<file path="config.mk">
export PLATFORM = sky130hd
export DESIGN_NAME = adc_channel_stats
export DESIGN_NICKNAME = d
export VERILOG_FILES = /design/src/rtl/adc_channel_stats.sv
export SDC_FILE = /design/constraint.sdc
export NUM_CORES = 1
export LEC_CHECK = 0
export ABC_AREA = 1
export CORE_MARGIN = 10
export CORE_UTILIZATION = 57
export DETAILED_ROUTE_END_ITERATION = 10
export PLACE_DENSITY = 0.84
export REMOVE_ABC_BUFFERS = 1
export SLEW_MARGIN = 10
export SYNTH_ARGS = -nofsm -noshare
export SYNTH_HDL_FRONTEND = slang
export SYNTH_SLANG_ARGS = --single-unit
</file>
<file path="constraint.sdc">
create_clock -name clk -period 4.15 [get_ports clk]
set_input_delay 1.245 -clock clk [delete_from_list [all_inputs] [get_ports clk]]
set_output_delay 1.245 -clock clk [all_outputs]
set_load 0.05 [all_outputs]
</file>
<file path="src/rtl/adc_channel_stats.sv">
// rtl/adc_channel_stats.sv - per-channel ADC sample count/sum/min/max with snapshot shadow set
module adc_channel_stats #(
  parameter int NUM_CHANNELS = 1,
  parameter int COUNT_WIDTH  = 16
) (
  input  logic                      clk,
  input  logic                      rst,
  input  logic [NUM_CHANNELS*12-1:0] analog_meas,
  input  logic [NUM_CHANNELS-1:0]   meas_updated,
  input  logic                      enable,
  input  logic                      clear,
  input  logic                      snapshot,
  output logic                      snapshot_done,
  output logic [7:0]                snapshot_seq,
  input  logic [3:0]                rd_sel,
  output logic [COUNT_WIDTH-1:0]    rd_count,
  output logic [COUNT_WIDTH+11:0]   rd_sum,
  output logic [11:0]               rd_min,
  output logic [11:0]               rd_max,
  output logic                      rd_sat
);

  localparam int SUM_WIDTH = COUNT_WIDTH + 12;

  typedef enum logic {ST_IDLE, ST_COPY} state_t;
  state_t r_state;

  logic [COUNT_WIDTH-1:0] r_cnt    [NUM_CHANNELS];
  logic [SUM_WIDTH-1:0]   r_sum    [NUM_CHANNELS];
  logic [11:0]            r_min    [NUM_CHANNELS];
  logic [11:0]            r_max    [NUM_CHANNELS];
  logic                   r_sat    [NUM_CHANNELS];
  logic [COUNT_WIDTH-1:0] r_sh_cnt [NUM_CHANNELS];
  logic [SUM_WIDTH-1:0]   r_sh_sum [NUM_CHANNELS];
  logic [11:0]            r_sh_min [NUM_CHANNELS];
  logic [11:0]            r_sh_max [NUM_CHANNELS];
  logic                   r_sh_sat [NUM_CHANNELS];

  logic [COUNT_WIDTH-1:0] w_sh_cnt [NUM_CHANNELS];
  logic [SUM_WIDTH-1:0]   w_sh_sum [NUM_CHANNELS];
  logic [11:0]            w_sh_min [NUM_CHANNELS];
  logic [11:0]            w_sh_max [NUM_CHANNELS];
  logic                   w_sh_sat [NUM_CHANNELS];

  logic [COUNT_WIDTH-1:0] w_rd_cnt;
  logic [SUM_WIDTH-1:0]   w_rd_sum;
  logic [11:0]            w_rd_min;
  logic [11:0]            w_rd_max;
  logic                   w_rd_sat;
  logic                   w_snap_go;

  assign w_snap_go = snapshot & ~clear & (r_state == ST_IDLE);

  // Next shadow state; readout registers this so a capture shows up alongside snapshot_done.
  always_comb begin
    for (int k = 0; k < NUM_CHANNELS; k++) begin
      w_sh_cnt[k] = r_sh_cnt[k];
      w_sh_sum[k] = r_sh_sum[k];
      w_sh_min[k] = r_sh_min[k];
      w_sh_max[k] = r_sh_max[k];
      w_sh_sat[k] = r_sh_sat[k];
      if (clear) begin
        w_sh_cnt[k] = '0;
        w_sh_sum[k] = '0;
        w_sh_min[k] = 12'hFFF;
        w_sh_max[k] = 12'h000;
        w_sh_sat[k] = 1'b0;
      end else if (w_snap_go) begin
        w_sh_cnt[k] = r_cnt[k];
        w_sh_sum[k] = r_sum[k];
        w_sh_min[k] = r_min[k];
        w_sh_max[k] = r_max[k];
        w_sh_sat[k] = r_sat[k];
      end
    end
  end

  always_comb begin
    w_rd_cnt = '0;
    w_rd_sum = '0;
    w_rd_min = 12'hFFF;
    w_rd_max = 12'h000;
    w_rd_sat = 1'b0;
    for (int k = 0; k < NUM_CHANNELS; k++) begin
      if (rd_sel == 4'(k)) begin
        w_rd_cnt = w_sh_cnt[k];
        w_rd_sum = w_sh_sum[k];
        w_rd_min = w_sh_min[k];
        w_rd_max = w_sh_max[k];
        w_rd_sat = w_sh_sat[k];
      end
    end
  end

  always_ff @(posedge clk) begin
    if (rst) begin
      r_state       <= ST_IDLE;
      snapshot_done <= 1'b0;
      snapshot_seq  <= 8'd0;
      rd_count      <= '0;
      rd_sum        <= '0;
      rd_min        <= 12'hFFF;
      rd_max        <= 12'h000;
      rd_sat        <= 1'b0;
      for (int k = 0; k < NUM_CHANNELS; k++) begin
        r_cnt[k]    <= '0;
        r_sum[k]    <= '0;
        r_min[k]    <= 12'hFFF;
        r_max[k]    <= 12'h000;
        r_sat[k]    <= 1'b0;
        r_sh_cnt[k] <= '0;
        r_sh_sum[k] <= '0;
        r_sh_min[k] <= 12'hFFF;
        r_sh_max[k] <= 12'h000;
        r_sh_sat[k] <= 1'b0;
      end
    end else begin
      snapshot_done <= 1'b0;
      case (r_state)
        ST_IDLE: if (w_snap_go) begin
          r_state       <= ST_COPY;
          snapshot_done <= 1'b1;
          snapshot_seq  <= snapshot_seq + 8'd1;
        end
        ST_COPY: r_state <= ST_IDLE;
        default: r_state <= ST_IDLE;
      endcase

      rd_count <= w_rd_cnt;
      rd_sum   <= w_rd_sum;
      rd_min   <= w_rd_min;
      rd_max   <= w_rd_max;
      rd_sat   <= w_rd_sat;

      for (int k = 0; k < NUM_CHANNELS; k++) begin
        r_sh_cnt[k] <= w_sh_cnt[k];
        r_sh_sum[k] <= w_sh_sum[k];
        r_sh_min[k] <= w_sh_min[k];
        r_sh_max[k] <= w_sh_max[k];
        r_sh_sat[k] <= w_sh_sat[k];
        if (clear) begin
          r_cnt[k] <= '0;
          r_sum[k] <= '0;
          r_min[k] <= 12'hFFF;
          r_max[k] <= 12'h000;
          r_sat[k] <= 1'b0;
        end else if (w_snap_go) begin
          // A sample strobed on the capture edge opens the new window.
          r_sat[k] <= 1'b0;
          if (enable && meas_updated[k]) begin
            r_cnt[k] <= COUNT_WIDTH'(1);
            r_sum[k] <= SUM_WIDTH'(analog_meas[12*k +: 12]);
            r_min[k] <= analog_meas[12*k +: 12];
            r_max[k] <= analog_meas[12*k +: 12];
          end else begin
            r_cnt[k] <= '0;
            r_sum[k] <= '0;
            r_min[k] <= 12'hFFF;
            r_max[k] <= 12'h000;
          end
        end else if (enable && meas_updated[k]) begin
          if (&r_cnt[k]) begin
            r_sat[k] <= 1'b1;
          end else begin
            r_cnt[k] <= r_cnt[k] + COUNT_WIDTH'(1);
            r_sum[k] <= r_sum[k] + SUM_WIDTH'(analog_meas[12*k +: 12]);
            if (analog_meas[12*k +: 12] < r_min[k]) r_min[k] <= analog_meas[12*k +: 12];
            if (analog_meas[12*k +: 12] > r_max[k]) r_max[k] <= analog_meas[12*k +: 12];
          end
        end
      end
    end
  end

endmodule

</file>
==> impl_metrics.csv <==
group,metric,value,unit
synth,syn-instance-count,1215,
setup_path,crit_type,"in -> reg",
setup_path,endpoint_kind,"flip-flop",
pwr,ir_drop,0.315,mV
floorplanning,io_pins,100,
cells_and_area,diodes,0,
floorplanning,die_width,150,µm
cells_and_area,final_cell_count_no_fill,1554,
setup_path,worst_setup_path_start_kind,"input port",
flow_run,drv_cap,0,
timing,skew,0.0176,ns
cells_and_area,finalNetCount,1377,
min_path,holdPathStages,2,
grt,grt_pass1_vias,7848,
timing,tightest_slew,0.706,ns
pwr,leakagePower,5.15,nW
cts,hold_buffers,0,
placed_design,place_inst,1512,
cts,cts.path.max_buffers,3,
timing,max_slew_margin,52.9,%
detailed_routing,drtIter0Drc,699,
placed_design,post-dp-hpwl,16400,µm
synth,synthDistinctLibCells,39,
grt,grt.total_usage,20.3,%
setup_path,reg2reg_slack,1.80,ns
setup_path,crit_arrival,3.46,ns
timing,period_needed,3.18,ns
pwr,swShare,23.8,%
placed_design,gp_congestion,0.940,
pwr,seqPwrFrac,47.3,%
synth,ys_seq_elements,216,
run_status,status,"finished clean",
timing,timing.hold.ws,0.461,ns
synth,synth_area_per_cell,7.94,µm²
cells_and_area,final_area,11700,µm²
placed_design,port-buffer-count,99,
cells_and_area,n_fill_cell,1280,
pwr,combPwrFrac,7.6,%
placed_design,post-place-ws,0.481,ns
placed_design,place_area,10900,µm²
setup_path,worst_ep_required_time,4.43,ns
detailed_routing,wl_per_cell,15.0,µm
setup_path,critPathMaxFanout,6,
detailed_routing,drtPass1Iterations,5,
cells_and_area,seqCellArea,5010,µm²
cells_and_area,syn2layout_area_growth,21.0,%
setup_path,r2r-end,"r_sum[0][26]",
cts,cts_buffers,23,
min_path,hold_path_class,"reg -> reg",
cts,cts_setup_buffers,0,
cells_and_area,layout-drive-gt1-share,5.32,%
timing,slew_viol_final,0,
cells_and_area,mostFrequentLayoutCells,"299 x nand2_1, 215 x inv_1, 154 x nor2_1",
detailed_routing,antenna_left,0,
pwr,total_power,4.78,mW
min_path,worstHoldStart,"r_sh_min[0][7]",
cells_and_area,multi_input_area,3650,µm²
timing,hold_violations,0,
cts,clk_pin_slew,0.06,ns
floorplanning,initial_core_util,58.2,%
grt,grt_max_degree,46,
floorplanning,row_count,47,
synth,ys_seq_area_share,52.0,%
cts,cts_tree,"done",
detailed_routing,num_vias,8055,
detailed_routing,wl,23300,µm
cts,insertion_delay,0.53,ns
timing,period_share,76.6,%
floorplanning,core_area,16600,µm²
setup_path,regToRegStartpoint,"r_cnt[0][0]",
synth,ys.warnings.count,0,
setup_path,r2r_cells,8,
cells_and_area,final_common_cell,"nand2_1",
timing,fmax,315,MHz
cts,root_buffer,"clkbuf_16",
timing,layout_setup_ws,0.972,ns
detailed_routing,drt-vias-per-instance,5.18,
pwr,p_int,3.64,mW
timing,rsz0062_at_grt,"no",
synth,synth_area_leaders,"dfxtp_1 30%, edfxtp_1 21%, nand2_1 12%",
min_path,holdPathEnd,"rd_min[7]",
cts,cts_sinks,216,
cts,htree_levels,1,
timing,setup_tns,0,ns
detailed_routing,drcViolationCount,0,
pwr,switchingPower,1.13,mW
pwr,powerDensity,409,nW/µm²
synth,yosys.area.top_type,"dfxtp_1",
synth,syn_area,9650,µm²
grt,grt_overflow,0,
pwr,p_clk_share,45.1,%
grt,grt_pass1_wl,37300,µm
cts,ctsResizeCount,0,
grt,antenna_found_initial,0,
cells_and_area,utilization,70.4,%
floorplanning,die_h,150,µm
timing,setup_viol_count_final,0,
floorplanning,die_area,22500,µm²
synth,synth_top_area_share,30.5,%
worst max path at each step:
| stage | slack, ns | cells after the start | start | end |
|---|---|---|---|---|
| floorplan | -0.01 | 5 | snapshot | r_cnt[0][0] |
| global placement | 0.54 | 12 | analog_meas[0] | r_sum[0][20] |
| detailed placement | 0.48 | 12 | analog_meas[0] | r_sum[0][20] |
| CTS | 1.01 | 12 | analog_meas[0] | r_sum[0][20] |
| global route | 0.79 | 14 | analog_meas[0] | r_sum[0][22] |
| finish | 0.97 | 12 | analog_meas[0] | r_sum[0][20] |
registers in the layout, summed over array words and instances, names as in the netlist:
register,count
r_sh_sat,1
rd_max,12
r_max,12
r_sh_max,12
rd_sat,1
r_cnt,16
r_sh_sum,28
r_sh_cnt,16
r_sat,1
r_sh_min,12
snapshot_seq,8
rd_min,12
r_min,12
rd_count,16
rd_sum,28
r_sum,28
snapshot_done,1
power by group through the flow:
stage / Combinational, mW / Clock (mW) / Sequential (mW)
after floorplan: 0.219 / 0 / 2.30
after global placement: 0.343 / 0 / 2.30
after detailed placement: 0.355 / 0 / 2.30
after CTS: 0.361 / 2.17 / 2.26
after global routing: 0.408 / 2.26 / 2.26
final: 0.364 / 2.16 / 2.26
critical path: stages:
cell	delay, ns
clkdlybuf4s50_1	0.57
ha_1	0.26
inv_1	0.07
fa_1	0.38
inv_1	0.12
nand3_1	0.08
nand3_1	0.16
nand3_1	0.10
nand3_1	0.20
nand2_1	0.07
o21ai_0	0.15
nor2_1	0.06
routing by layer:
metal / vias up / routed length, µm / GRT usage [%]
li1: 4018 / - / -
met1: 3694 / 9410 / 23.6
met2: 269 / 11400 / 34.9
met3: 74 / 1560 / 3.36
met4: 0 / 965 / 11.0
met5: - / 0 / 0
synth_stat cells, drive strengths merged:
library cell  number
nand2            302
inv              216
nor2             156
dfxtp            147
edfxtp            69
o21ai             63
nand3             55
a21oi             47
ha                37
clkbuf            22
buf               15
o211ai            15
nor3              14
a211oi            13
or2                8
nand4              7
o21a               7
xnor2              5
xor2               4
nand3b             2
o21bai             2
a22oi              1
and2               1
and3               1
clkinv             1
fa                 1
nor2b              1
nor3b              1
nor4               1
o31ai              1
layout make-up:
cell class / count / area share (%)
Sequential cell: 216 / 43.0
Multi-Input combinational cell: 745 / 31.3
Timing Repair Buffer: 114 / 9.45
Inverter: 217 / 6.98
Clock buffer: 34 / 6.27
Tap cell: 220 / 2.36
Clock inverter: 8 / 0.697
logic make-up (layout without fill, tap and decap cells):
family	Yosys count	in the layout	synth area share, %
adder cells (fa/ha/maj)	38	38	5.01
buffers and inverters	254	373	10.2
AO/OA/AOI/OAI	149	149	8.74
XOR/XNOR	9	9	0.817
flip-flops	216	216	52.0
AND/OR/NAND/NOR	549	549	23.2
(Power assumes the default switching activity.)
